## config.mk

```make
export PLATFORM = sky130hd
export DESIGN_NAME = div_seq_flat
export DESIGN_NICKNAME = d
export VERILOG_FILES = /design/src/rtl/div_seq_pkg.sv /design/src/rtl/div_seq_if.sv /design/src/rtl/div_seq_step.sv /design/src/rtl/div_seq.sv /design/src/flat_wrapper.sv
export SDC_FILE = /design/constraint.sdc
export NUM_CORES = 1
export LEC_CHECK = 0
export BUFFER_PORTS_ARGS = -buffer_cell sky130_fd_sc_hd__buf_2
export CORE_AREA = 8 8 213 113
export DETAILED_ROUTE_END_ITERATION = 12
export DIE_AREA = 0 0 221 121
export GPL_TIMING_DRIVEN = 1
export HOLD_SLACK_MARGIN = 0.15
export PLACE_DENSITY = 0.77
export SLEW_MARGIN = 20
export SYNTH_ARGS = -nofsm -noshare
export SYNTH_HDL_FRONTEND = slang
export SYNTH_HIERARCHICAL = 1
export SYNTH_SLANG_ARGS = --single-unit
```

## constraint.sdc

```tcl
create_clock -name clk -period 3.11 [get_ports clk]
set_input_delay 0.1555 -clock clk [delete_from_list [all_inputs] [get_ports clk]]
set_output_delay 0.1555 -clock clk [all_outputs]
set_load 0.005 [all_outputs]
```

## src/rtl/div_seq_pkg.sv

```systemverilog
// rtl/div_seq_pkg.sv - shared constants and state encoding for the sequential divider
package div_seq_pkg;

  localparam logic        DivStart          = 1'b1;
  localparam logic        DivStop           = 1'b0;
  localparam logic        DivResultReady    = 1'b1;
  localparam logic        DivResultNotReady = 1'b0;
  localparam logic [31:0] ZeroWord          = 32'h0000_0000;

  typedef enum logic [1:0] {
    DIV_IDLE    = 2'b00,
    DIV_DIVZERO = 2'b01,
    DIV_ON      = 2'b10,
    DIV_END     = 2'b11
  } div_state_t;

endpackage

```

## src/rtl/div_seq_if.sv

```systemverilog
// rtl/div_seq_if.sv - EX-stage to divider request/response bundle
interface div_seq_if #(
  parameter int WIDTH = 32
);
  logic               signed_div_i;
  logic [WIDTH-1:0]   div_opdata1_i;
  logic [WIDTH-1:0]   div_opdata2_i;
  logic               div_start_i;
  logic               annul_i;
  logic [2*WIDTH-1:0] div_result_o;
  logic               div_ready_o;
  logic               busy_o;

  modport master (
    output signed_div_i, div_opdata1_i, div_opdata2_i, div_start_i, annul_i,
    input  div_result_o, div_ready_o, busy_o
  );

  modport slave (
    input  signed_div_i, div_opdata1_i, div_opdata2_i, div_start_i, annul_i,
    output div_result_o, div_ready_o, busy_o
  );
endinterface

```

## src/rtl/div_seq_step.sv

```systemverilog
// rtl/div_seq_step.sv - one restoring-division iteration (shift, trial subtract, restore)
module div_step #(
  parameter int WIDTH = 32
) (
  input  logic [2*WIDTH:0] i_work,
  input  logic [WIDTH-1:0] i_divisor,
  output logic [2*WIDTH:0] o_work
);

  // Partial remainder shifted left with the next dividend bit already in place.
  logic [WIDTH+1:0] w_partial;
  logic [WIDTH+1:0] w_trial;

  assign w_partial = i_work[2*WIDTH:WIDTH-1];
  assign w_trial   = w_partial - {2'b00, i_divisor};

  always_comb begin
    if (!w_trial[WIDTH+1]) begin
      o_work = {w_trial[WIDTH:0], i_work[WIDTH-2:0], 1'b1};
    end else begin
      o_work = {w_partial[WIDTH:0], i_work[WIDTH-2:0], 1'b0};
    end
  end

endmodule

```

## src/rtl/div_seq.sv

```systemverilog
// rtl/div_seq.sv - multi-cycle DIV/DIVU sequencer with EX start/ready handshake and flush abort
module div_seq
  import div_seq_pkg::*;
#(
  parameter int WIDTH = 32,
  parameter int CNT_W = 6
) (
  input logic      clk,
  input logic      rst,
  div_seq_if.slave bus
);

  div_state_t         r_state;
  div_state_t         w_next;
  logic [CNT_W-1:0]   r_cnt;
  logic [2*WIDTH:0]   r_work;
  logic [WIDTH-1:0]   r_divisor;
  logic               r_q_neg;
  logic               r_r_neg;
  logic [2*WIDTH-1:0] r_result;
  logic               r_ready;
  logic               r_busy;

  logic [2*WIDTH:0]   w_step_work;
  logic [WIDTH-1:0]   w_mag1;
  logic [WIDTH-1:0]   w_mag2;
  logic [WIDTH-1:0]   w_quot;
  logic [WIDTH-1:0]   w_rem;
  logic [2*WIDTH-1:0] w_result_nxt;
  logic               w_ready_nxt;
  logic               w_start;
  logic               w_done;
  logic               w_sign1;
  logic               w_sign2;

  assign w_start = (bus.div_start_i == DivStart);
  assign w_done  = (r_cnt == CNT_W'(WIDTH));
  assign w_sign1 = bus.signed_div_i & bus.div_opdata1_i[WIDTH-1];
  assign w_sign2 = bus.signed_div_i & bus.div_opdata2_i[WIDTH-1];
  assign w_mag1  = w_sign1 ? -bus.div_opdata1_i : bus.div_opdata1_i;
  assign w_mag2  = w_sign2 ? -bus.div_opdata2_i : bus.div_opdata2_i;
  assign w_quot  = r_q_neg ? -r_work[WIDTH-1:0] : r_work[WIDTH-1:0];
  assign w_rem   = r_r_neg ? -r_work[2*WIDTH-1:WIDTH] : r_work[2*WIDTH-1:WIDTH];

  div_step #(.WIDTH(WIDTH)) u_step (
    .i_work    (r_work),
    .i_divisor (r_divisor),
    .o_work    (w_step_work)
  );

  always_ff @(posedge clk) begin
    if (rst) r_state <= DIV_IDLE;
    else     r_state <= w_next;
  end

  // Flush beats everything; dropping start mid-run means EX replaced the instruction.
  always_comb begin
    w_next = r_state;
    if (bus.annul_i) begin
      w_next = DIV_IDLE;
    end else begin
      case (r_state)
        DIV_IDLE:    if (w_start) w_next = (bus.div_opdata2_i == '0) ? DIV_DIVZERO : DIV_ON;
        DIV_DIVZERO: w_next = w_start ? DIV_END : DIV_IDLE;
        DIV_ON:      if (!w_start) w_next = DIV_IDLE;
                     else if (w_done) w_next = DIV_END;
        DIV_END:     if (!w_start) w_next = DIV_IDLE;
        default:     w_next = DIV_IDLE;
      endcase
    end
  end

  // Divide-by-zero reaches END with result cleared; ready rises from END one edge later.
  always_comb begin
    w_result_nxt = r_result;
    w_ready_nxt  = r_ready;
    if (w_next == DIV_IDLE) begin
      w_result_nxt = '0;
      w_ready_nxt  = DivResultNotReady;
    end else begin
      case (r_state)
        DIV_DIVZERO: begin
          w_result_nxt = '0;
          w_ready_nxt  = DivResultNotReady;
        end
        DIV_ON: if (w_done) begin
          w_result_nxt = {w_rem, w_quot};
          w_ready_nxt  = DivResultReady;
        end
        DIV_END:  w_ready_nxt = DivResultReady;
        default: ;
      endcase
    end
  end

  always_ff @(posedge clk) begin
    if (rst) begin
      r_cnt     <= '0;
      r_work    <= '0;
      r_divisor <= '0;
      r_q_neg   <= 1'b0;
      r_r_neg   <= 1'b0;
      r_result  <= '0;
      r_ready   <= 1'b0;
      r_busy    <= 1'b0;
    end else begin
      r_result <= w_result_nxt;
      r_ready  <= w_ready_nxt;
      r_busy   <= (w_next != DIV_IDLE);
      if (r_state == DIV_IDLE && w_next == DIV_ON) begin
        r_cnt     <= '0;
        r_work    <= {{(WIDTH+1){1'b0}}, w_mag1};
        r_divisor <= w_mag2;
        r_q_neg   <= w_sign1 ^ w_sign2;
        r_r_neg   <= w_sign1;
      end else if (r_state == DIV_ON && !w_done) begin
        r_work <= w_step_work;
        r_cnt  <= r_cnt + 1'b1;
      end
    end
  end

  assign bus.div_result_o = r_result;
  assign bus.div_ready_o  = r_ready;
  assign bus.busy_o       = r_busy;

endmodule

```

## src/flat_wrapper.sv

```systemverilog
// flat-port wrapper written by rule: the top's interface ports become plain ports
module div_seq_flat import div_seq_pkg::*;
#(
  parameter int WIDTH = 32,
  parameter int CNT_W = 6
)
  (clk, rst, bus_signed_div_i, bus_div_opdata1_i, bus_div_opdata2_i, bus_div_start_i, bus_annul_i, bus_div_result_o, bus_div_ready_o, bus_busy_o);
  div_seq_if #(.WIDTH(WIDTH)) bus_i ();
  input logic clk;
  input logic rst;
  input wire logic [$bits(bus_i.signed_div_i)-1:0] bus_signed_div_i;
  input wire logic [$bits(bus_i.div_opdata1_i)-1:0] bus_div_opdata1_i;
  input wire logic [$bits(bus_i.div_opdata2_i)-1:0] bus_div_opdata2_i;
  input wire logic [$bits(bus_i.div_start_i)-1:0] bus_div_start_i;
  input wire logic [$bits(bus_i.annul_i)-1:0] bus_annul_i;
  output wire logic [$bits(bus_i.div_result_o)-1:0] bus_div_result_o;
  output wire logic [$bits(bus_i.div_ready_o)-1:0] bus_div_ready_o;
  output wire logic [$bits(bus_i.busy_o)-1:0] bus_busy_o;
  assign bus_i.signed_div_i = bus_signed_div_i;
  assign bus_i.div_opdata1_i = bus_div_opdata1_i;
  assign bus_i.div_opdata2_i = bus_div_opdata2_i;
  assign bus_i.div_start_i = bus_div_start_i;
  assign bus_i.annul_i = bus_annul_i;
  assign bus_div_result_o = bus_i.div_result_o;
  assign bus_div_ready_o = bus_i.div_ready_o;
  assign bus_busy_o = bus_i.busy_o;
  div_seq #(.WIDTH(WIDTH), .CNT_W(CNT_W)) u_core (.clk(clk), .rst(rst), .bus(bus_i));
endmodule
```

After elaboration in Yosys (flattened, before gate mapping)
Cells that the tools add are included.
- multiply operators: 0
- multiplexer cells: 19
- shifts and indexed selects: 0
- divide/modulo/power cells: 0
- bitwise logic cells: 3
- reduce and logical (&&, ||, !) cells: 14
- eq/ne operators: 6
- magnitude comparators: 0
- $add $sub $neg: 6
- operators with widths (cell ; number):
    two-way mux 32 bit ; 6
    negator 32 bit ; 4
    case mux 64 bit (2 select lines) ; 1
    two-way mux 65 bit ; 1
    two-way mux 64 bit ; 1
    subtractor 34 x 32 -> 34 bit ; 1
    logical NOT 32 bit ; 1
    two-way mux 2 bit ; 7
    case mux 2 bit (4 select lines) ; 1
    adder 6 x 1 -> 6 bit, second input constant ; 1
    == test 2 bit, second input constant ; 3
    == test 6 bit, second input constant ; 1
    nonzero test 2 bit ; 3
    logical NOT 2 bit ; 2
    AND reduction 2 bit ; 2
    OR reduction 2 bit ; 2
    case mux 1 bit (3 select lines) ; 1
    nonzero test 3 bit ; 1
    AND 1 bit ; 2
    == test 2 x 1 -> 1 bit, second input constant ; 1
    logical AND 1 bit ; 2
    != test 2 x 1 -> 1 bit, second input constant ; 1
    logical NOT 1 bit ; 1
    two-way mux 1 bit ; 1
    bitwise XOR 1 bit ; 1
- output and inout bits: 66
- input port bits: 69
- memories: 0
- latch bits: 0
- RAM bits: 0
- bits in read-only memories: 0
- bits in registers: 173
- logic and storage cells: 58

Longest topological paths before layout
Gate-level depths: netlist of run 1.
- depth after elaboration: 8
- gate-level depth with buffers: 16
- mapped depth without buffers: 14

Cells and area by module
The synthesis of run 1 kept the hierarchy.
- by module, submodules not included (module ; instances ; area an instance (um^2) ; cells an instance ; sequential area each (um^2)):
    div_seq ; 1 ; 8750.9 ; 1096 ; 3463.3
    div_step ; 1 ; 2446.1 ; 337 ; 0.0

Least setup slack after synthesis of run 1
OpenSTA, ideal clock, no wires.
- path type: reg2reg
- start: reg u_core.r_work[37]
- end: reg u_core.r_work[60]
- data required time: 2978 ps
- buffers on the path: 2
- arrival time: 2853 ps
- period minus slack after synthesis: 2985 ps
- setup slack: 125 ps
- stages on the path, launching flop included: 14
- setup time: 132 ps
- cell sequence: dfxtp_1 ha_1 clkbuf_1 nand2_1 or3b_1 a211oi_2 o31ai_1 and3_4 o31ai_4 xor2_1 buf_4 mux2_2 nand2_1 a21oi_1
- longest elaborated chain between the ends: 2
- RTL lines (what ; line ; text):
    start: declaration ; div_seq.sv:16 ; logic [2*WIDTH:0] r_work;
    start signal: assignment ; div_seq.sv:112 ; r_work <= {{(WIDTH+1){1'b0}}, w_mag1};
    start signal: assignment ; div_seq.sv:117 ; r_work <= w_step_work;
    subtractor 34 x 32 -> 34 bit ; div_seq_step.sv:15 ; assign w_trial = w_partial - {2'b00, i_divisor};
    two-way mux 65 bit ; div_seq_step.sv:18 ; if (!w_trial[WIDTH+1]) begin
    named net u_core.w_step_work[60] ; div_seq.sv:24 ; logic [2*WIDTH:0] w_step_work;
The timed path passes the listed nets, and every way through them passes these cells.
A chain may end at the register's enable or synchronous reset.

Worst setup path in the final report of run 1
- start: reg u_core.r_work[42]
- end: reg u_core.r_work[55]
Same word-level chain as after synthesis.

==> results of run 1 <==
[area by class of cell]
cell class / count / area [sq um] / share of cell area [%]
inverter: 55 / 206 / 1.51
timing repair buffer: 277 / 1950 / 14.3
antenna: 2 / 5.00 / 0.0367
multi-input combinational: 1090 / 7150 / 52.4
clock inverter: 10 / 68.8 / 0.504
clock buffer: 20 / 447 / 3.27
tap: 280 / 350 / 2.57
sequential: 173 / 3470 / 25.5
[final timing paths]
check                                                           endpoint  slack [ns]  cells past startpoint
worst max register to register            u_core/r_work[55]$_SDFFE_PP0P_       -0.06                     14
worst min-delay path                       u_core/r_work[2]$_SDFFE_PP0P_        0.18                      4
worst min register to register  u_core/bus.div_result_o[46]$_SDFFE_PP0P_        0.45                      2
worst max-delay path                      u_core/r_work[55]$_SDFFE_PP0P_       -0.06                     14
[metrics by stage]
step,cell area (sq um),setup WS (ns),setup TNS (ns),hold slack [ns],utilization (%)
after floorplan,11200,0.125,0,0.291,-
after global placement,12300,-0.0371,-0.453,0.429,58.2
after detailed placement,12300,-0.150,-3.41,0.439,58.2
after CTS,13600,-0.00518,-0.0175,0.155,64.2
after global routing,13600,-0.187,-4.98,0.179,64.5
final,13600,-0.0609,-0.659,0.185,64.5
[critical path, stage by stage (launching register included)]
cell	delay, ns
dfxtp_1	0.37
ha_4	0.30
nand4_1	0.11
or3b_1	0.42
a211oi_2	0.24
buf_4	0.15
o31ai_2	0.06
and3_4	0.21
o31ai_4	0.25
xor2_4	0.21
buf_6	0.15
buf_12	0.13
mux2_4	0.32
nand2_2	0.07
a21oi_2	0.05
[report_power, final]
part	internal, W	switching [W]
sequential	0.00228	0.0000916
clock	0.00103	0.000915
combinational	0.000510	0.000666
total	0.00382	0.00167
[what timing repair did]
item / in CTS / in global routing
endpoints found under the setup margin: 29 / 34
cloned: 2 / 0
hold endpoints to repair: 44 / 0
resized for setup: 39 / 20
setup buffers: 11 / 2
pin swaps: 10 / 7
hold buffers: 45 / 0
[synthesized netlist by cell type (10+ instances only)]
library cell,n,share of area [%]
nand2_1,220,7.4
a31oi_1,19,1.1
a21oi_1,101,4.5
nor3_1,29,1.3
xnor2_1,62,4.8
clkbuf_1,64,2.1
nand4_1,13,0.73
o31ai_1,34,2.3
a22oi_1,23,1.5
nand3_1,17,0.76
or4_1,15,1.0
nor4_1,10,0.56
a211oi_1,35,2.3
a311oi_1,20,1.6
a21o_1,28,1.9
buf_4,36,2.4
o41ai_1,15,1.2
mux2_1,20,2.0
dfxtp_1,173,31
inv_1,55,1.8
nor2_1,118,4.0
xor2_1,91,7.1
ha_1,38,4.2
o21ai_0,78,3.5
[registers in the layout (all words and copies together) (netlist names)]
signal and flops:
u_core/r_state 2, u_core/r_r_neg 1, u_core/r_q_neg 1, u_core/bus.busy_o 1
u_core/r_divisor 32, u_core/r_work 65, u_core/bus.div_ready_o 1, u_core/r_cnt 6
u_core/bus.div_result_o 64
[per-layer routing]
layer,track usage (%),vias up,wire (um)
li1,-,5396,-
met4,5.18,0,331
met1,41.7,5238,18000
met3,8.25,33,4880
met5,0,-,0
met2,35.5,633,14000
[kinds of logic (layout without fill, tap and decap cells)]
| group | count (synthesis) | in the layout | share of synthesized area, % |
|---|---|---|---|
| adder cells (fa/ha/maj) | 39 | 39 | 4.43 |
| flip-flops | 173 | 173 | 30.9 |
| XOR/XNOR | 153 | 153 | 12.0 |
| buffers and inverters | 170 | 362 | 7.43 |
| multiplexers | 28 | 28 | 2.77 |
| other | 0 | 2 | 0 |
| AO/OA/AOI/OAI | 387 | 387 | 22.6 |
| AND/OR/NAND/NOR | 483 | 483 | 19.9 |
==> results.md, run 1 <==
- Hold Vio Cnt, Final: 0
- Share of flip-flops with an asynchronous set or reset: 0%
- Synthesized area: 11200 sq um
- Worst clock skew: 0.0132 ns
- Remaining DRCs: 0
- Core area: roughly 21000 sq um
- CP Capture Type: flop
- Lkg Pwr: between 5 and 6 nW
- Fmax: between 300 and 400 MHz
- Largest net degree at the start of global routing: 70
- Synth Warn #: 6
- Clock root cell: clkbuf_16
- Syn_area_per_cell: 7.81 sq um
- Total track usage: between 20% and 30%
- Status: finished with violations
- Ys flop type: dfxtp_1
- CTS tree: yes
- Sequential cell area fraction in the yosys report: a little under a third
- Fin crit period: between 3 and 4 ns
- Drt pass-1 iters: 6
- Crit path launch type: flop
- Hold Crit Class: in2reg
- EDFF count, synth: 0
- Crit Path Class: reg2reg
- Worst r2r src: u_core/r_work[42]$_SDFFE_PP0P_
- Clock buffer depth: 2
- Drt total wl: between 30000 and 40000 um
- Rel. slew slack: between 20% and 30%
- WP data arrival: around 3.5 ns
- Dpl hpwl: around 28000 um
- Max-slew violation count: 0
- Tcrit/Tclk final: 102%
- Critical Path RT: roughly 3.4 ns
- Failing checks: setup timing
- Vias: ~11000
- First-pass GRT wire length: 58100 um
- Hold wc startpoint: bus_div_opdata1_i[2]
- Clk slew on worst S/H paths: around 0.070 ns
- Rows: 38
- Number of global-route vias before repair: roughly 10000
- IO Count: 135
- Dpl cells: approximately 1800
- PD cells: 403 nW/um^2
- Buffers on Ports: 134
- Worst-margin pin slew: approximately 1.1 ns
- Fill cells: about 1800
- Synthesized Nets: between 1500 and 2000
- Clk sinks: about 170
- Commonest non-fill, non-tap cell in the layout: nand2_1
- Crit path setup slack, layout: -0.0609 ns
- # setup viols final: 21
- Final-stage net count: 1722
- Die Width: 221 um
- Via density: between 5 and 6
- Latest clock arrival within the worst-skew pair: 0.44 ns
- Routed Antenna Nets: 0
- Unique masters post-synth: between 60 and 70
- #FFs+latches synth: 173
- Iter 0 DRT Violations: 1647
- Max-cap violation count: 0
- H-tree depth: 4
- Routed WL per cell: between 15 and 20 um
- Total power: ~0.0055 W
- CP Max Fanout: 7
- Die area: between 20000 and 30000 sq um
- RSZ-0062 raised after global routing: true
- Starting Density: 52.9%
- GPL Wtd Cong: about 0.94
- Die height: approximately 120 um
- Initial antenna violation count: 2
- Non-Filler Instances: between 1500 and 2000
- Fraction of final layout cells sized beyond drive strength 1: between 20% and 30%
- Worst vdd ir: ~0.31 mV
- P&R area growth vs syn: 21.9%
- Grt ovf: 0
- Crit path launch: u_core/r_work[42]$_SDFFE_PP0P_
- Syn Inst Count: roughly 1400
- Most frequent cells in the layout: nand2_1, dfxtp_1, buf_2, nor2_1, a21oi_1
- CTS buffer count: 17
(Power assumes the default switching activity.)
==> run 2, diff against run 1 <==
CORE_AREA = 8 8 206 110   (was 8 8 213 113)
DIE_AREA = 0 0 214 118   (was 0 0 221 121)
PLACE_DENSITY = 0.79   (was 0.77)
clock period = 3.8 ns   (was 3.11 ns; I/O delays follow)
==> results.md, run 2 (same netlist as run 1, synthesis figures left out) <==
- Die Width: roughly 210 um
- Reg power frac: between 40% and 50%
- Resized cells post-CTS: 0
- Rows: 37
- # setup viols final: 0
- H-tree depth: 4
- Rel. slew slack: roughly 29%
- Final hold slack: approximately 0.18 ns
- Die area: between 20000 and 30000 sq um
- Total track usage: 27.0%
- Routed WL per cell: between 15 and 20 um
- CTS buffer count: 17
- CP max stage cell: and2_2
- Critical Path RT: around 4 ns
- Dpl hpwl: between 20000 and 30000 um
- Initial antenna violation count: 0
- Hold Vio Cnt, Final: 0
- Status: complete, no violations
- Iter 0 DRT Violations: 1426
- P_sw: ~0.0013 W
- Drt total wl: 35100 um
- Fill cells: 1727
- Switching share of total power: 30.5%
- Number of global-route vias before repair: between 9000 and 10000
- Combinational Power Share: a little under a fifth
- Drt pass-1 iters: 6
- CP Max Fanout: 43
- # diodes: 0
- Buffers on Ports: 134
- Worst vdd ir: 0.324 mV
- Remaining DRCs: 0
- Fraction of final layout cells sized beyond drive strength 1: 14.1%
- Latest clock arrival within the worst-skew pair: between 0.4 and 0.5 ns
- WP data arrival: 3.82 ns
- Dpl cell area: 11800 sq um
- Reg2reg setup slack: 0.27 ns
- Clock root cell: clkbuf_16
- Hold_buf cts: 36
- Critical path destination: u_core/r_q_neg$_SDFFE_PP0P_
- First-pass GRT wire length: roughly 56000 um
- Core area: between 15000 and 20000 sq um
- Crit path launch: bus_div_opdata2_i[1]
- Critical path's top delay family: simple AND/OR/NAND/NOR gates
- Worst clock skew: 0.0148 ns
- Max-slew violation count: 0
- Grt ovf: 0
- Buffers and inverters on the worst path: 4
- CP Capture Type: flop
- Fin crit period: 3.53 ns
- PD cells: 349 nW/um^2
- Worst r2r src: u_core/r_work[32]$_SDFFE_PP0P_
- Vias: 10845
- CP max stage delay: about 0.60 ns
- Lkg Pwr: ~5.2 nW
- Routed Antenna Nets: 0
- Final-stage net count: about 1600
- Reg2reg end: u_core/r_work[63]$_SDFFE_PP0P_
- Clock buffer depth: 2
- Max-cap violation count: 0
- Most frequent cells in the layout: nand2_1, dfxtp_1, buf_2, nor2_1, a21oi_1
- Largest register FFs: 65
- Biggest register: u_core/r_work
- Commonest non-fill, non-tap cell in the layout: nand2_1
- CP Cell Sequence: dlygate4sd3_1 -> buf_2 -> inv_1 -> ha_1 -> or4b_4 -> nor4_4 -> nand4_2 -> and2_2 -> nand3_1 -> dlygate4sd3_1 -> a21oi_1
- IO Count: 135
- Clk slew on worst S/H paths: roughly 0.060 ns
- Clk sinks: ~170
- RSZ-0062 raised after global routing: false
- Largest net degree at the start of global routing: 68
- Via density: approximately 6.0
- Layout Utilization: between 60 and 70%
- Hold Crit Class: in2reg
- Crit path depth: 11
- Setup Total Neg Slack: 0 ns
- Crit Path Class: in2reg
- CTS tree: yes
- Total power: approximately 0.0044 W
- Post-Layout Inst Area: around 13000 sq um
- Post-CTS Setup Inserts: 0
- Fmax: approximately 280 MHz
- Internal power: 0.00308 W
- Starting Density: between 50% and 60%
- CP dominant cell by count: dlygate4sd3_1
- GPL Wtd Cong: 1.01
- P&R area growth vs syn: 13.4%
- Die height: about 120 um
- Clock Power Share: between 30% and 40%
- Worst Reg2Reg Path Length in Cells: 12
- Tcrit/Tclk final: 93.0%
- Crit path launch type: primary input
- Worst-margin pin slew: approximately 1.0 ns
## run 2: cell count changes in the layout (fill, tap and decap cells not counted), moves of 6 or more
cell and change:
ha_1 +8, buf_4 -70, inv_1 +6, mux2_1 +9, ha_4 -8, a21oi_2 -6
dfxtp_1 +7, dlygate4sd3_1 -9, dfxtp_2 -7, inv_2 -6, mux2_4 -13, a21oi_1 +6
## run 2: worst min path at each step
| stage | from | to | slack [ns] | depth (start not counted) |
|---|---|---|---|---|
| after floorplan | bus_div_opdata2_i[0] | u_core/r_divisor[0]$_SDFFE_PP0P_ | 0.33 | 2 |
| after global placement | u_core/bus.div_result_o[61]$_SDFFE_PP0P_ | u_core/bus.div_result_o[61]$_SDFFE_PP0P_ | 0.43 | 2 |
| after detailed placement | u_core/bus.div_result_o[17]$_SDFFE_PP0P_ | u_core/bus.div_result_o[17]$_SDFFE_PP0P_ | 0.44 | 2 |
| after CTS | bus_div_opdata2_i[9] | u_core/r_divisor[9]$_SDFFE_PP0P_ | 0.16 | 3 |
| after global routing | bus_div_opdata2_i[22] | u_core/r_divisor[22]$_SDFFE_PP0P_ | 0.17 | 3 |
| final | bus_div_opdata2_i[9] | u_core/r_divisor[9]$_SDFFE_PP0P_ | 0.18 | 3 |
## run 2: worst reg2reg max path: cells and delay by family, from the launching register on
kind                       cells  cell delay [ns]
AOI/OAI and AO/OA              6             1.54
xor gates and xnor gates       1             0.09
and+or+nand+nor                3             0.68
DFF                            1             0.53
adders and majority gates      1             0.29
muxes                          1             0.26
## run 2: power by group through the flow
stage / sequential [W] / clock, W / combinational (W)
floorplan: 0.00195 / 0 / 0.000593
global placement: 0.00198 / 0 / 0.000761
detailed placement: 0.00198 / 0 / 0.000773
CTS: 0.00194 / 0.00167 / 0.000807
global route: 0.00195 / 0.00175 / 0.000906
finish: 0.00195 / 0.00165 / 0.000833
## run 2: metrics by stage
stage / cells / setup WS, ns
2_1_floorplan: 1433 / 0.815
3_3_place_gp: 1746 / 0.433
3_5_place_dp: 1746 / 0.343
4_1_cts: 1814 / 0.319
5_1_grt: 1814 / 0.0432
6_report: 1814 / 0.265
## run 2: layout make-up
cell class | instances | area, sq um | share of cell area [%]
Clock buffer | 22 | 464 | 3.66
Tap cell | 273 | 342 | 2.69
Timing Repair Buffer | 191 | 1200 | 9.46
Inverter | 55 | 206 | 1.63
Clock inverter | 10 | 81.3 | 0.641
Sequential cell | 173 | 3470 | 27.3
Multi-Input combinational cell | 1090 | 6930 | 54.6
## run 2: metal layers
metal  vias to the layer above  global-route usage (%)  wire (um)
met5                         -                       0          0
met4                         0                    4.81        252
met3                        25                    12.8       5090
met2                       576                    32.9      12600
met1                      5023                    41.1      17200
li1                       5221                       -          -
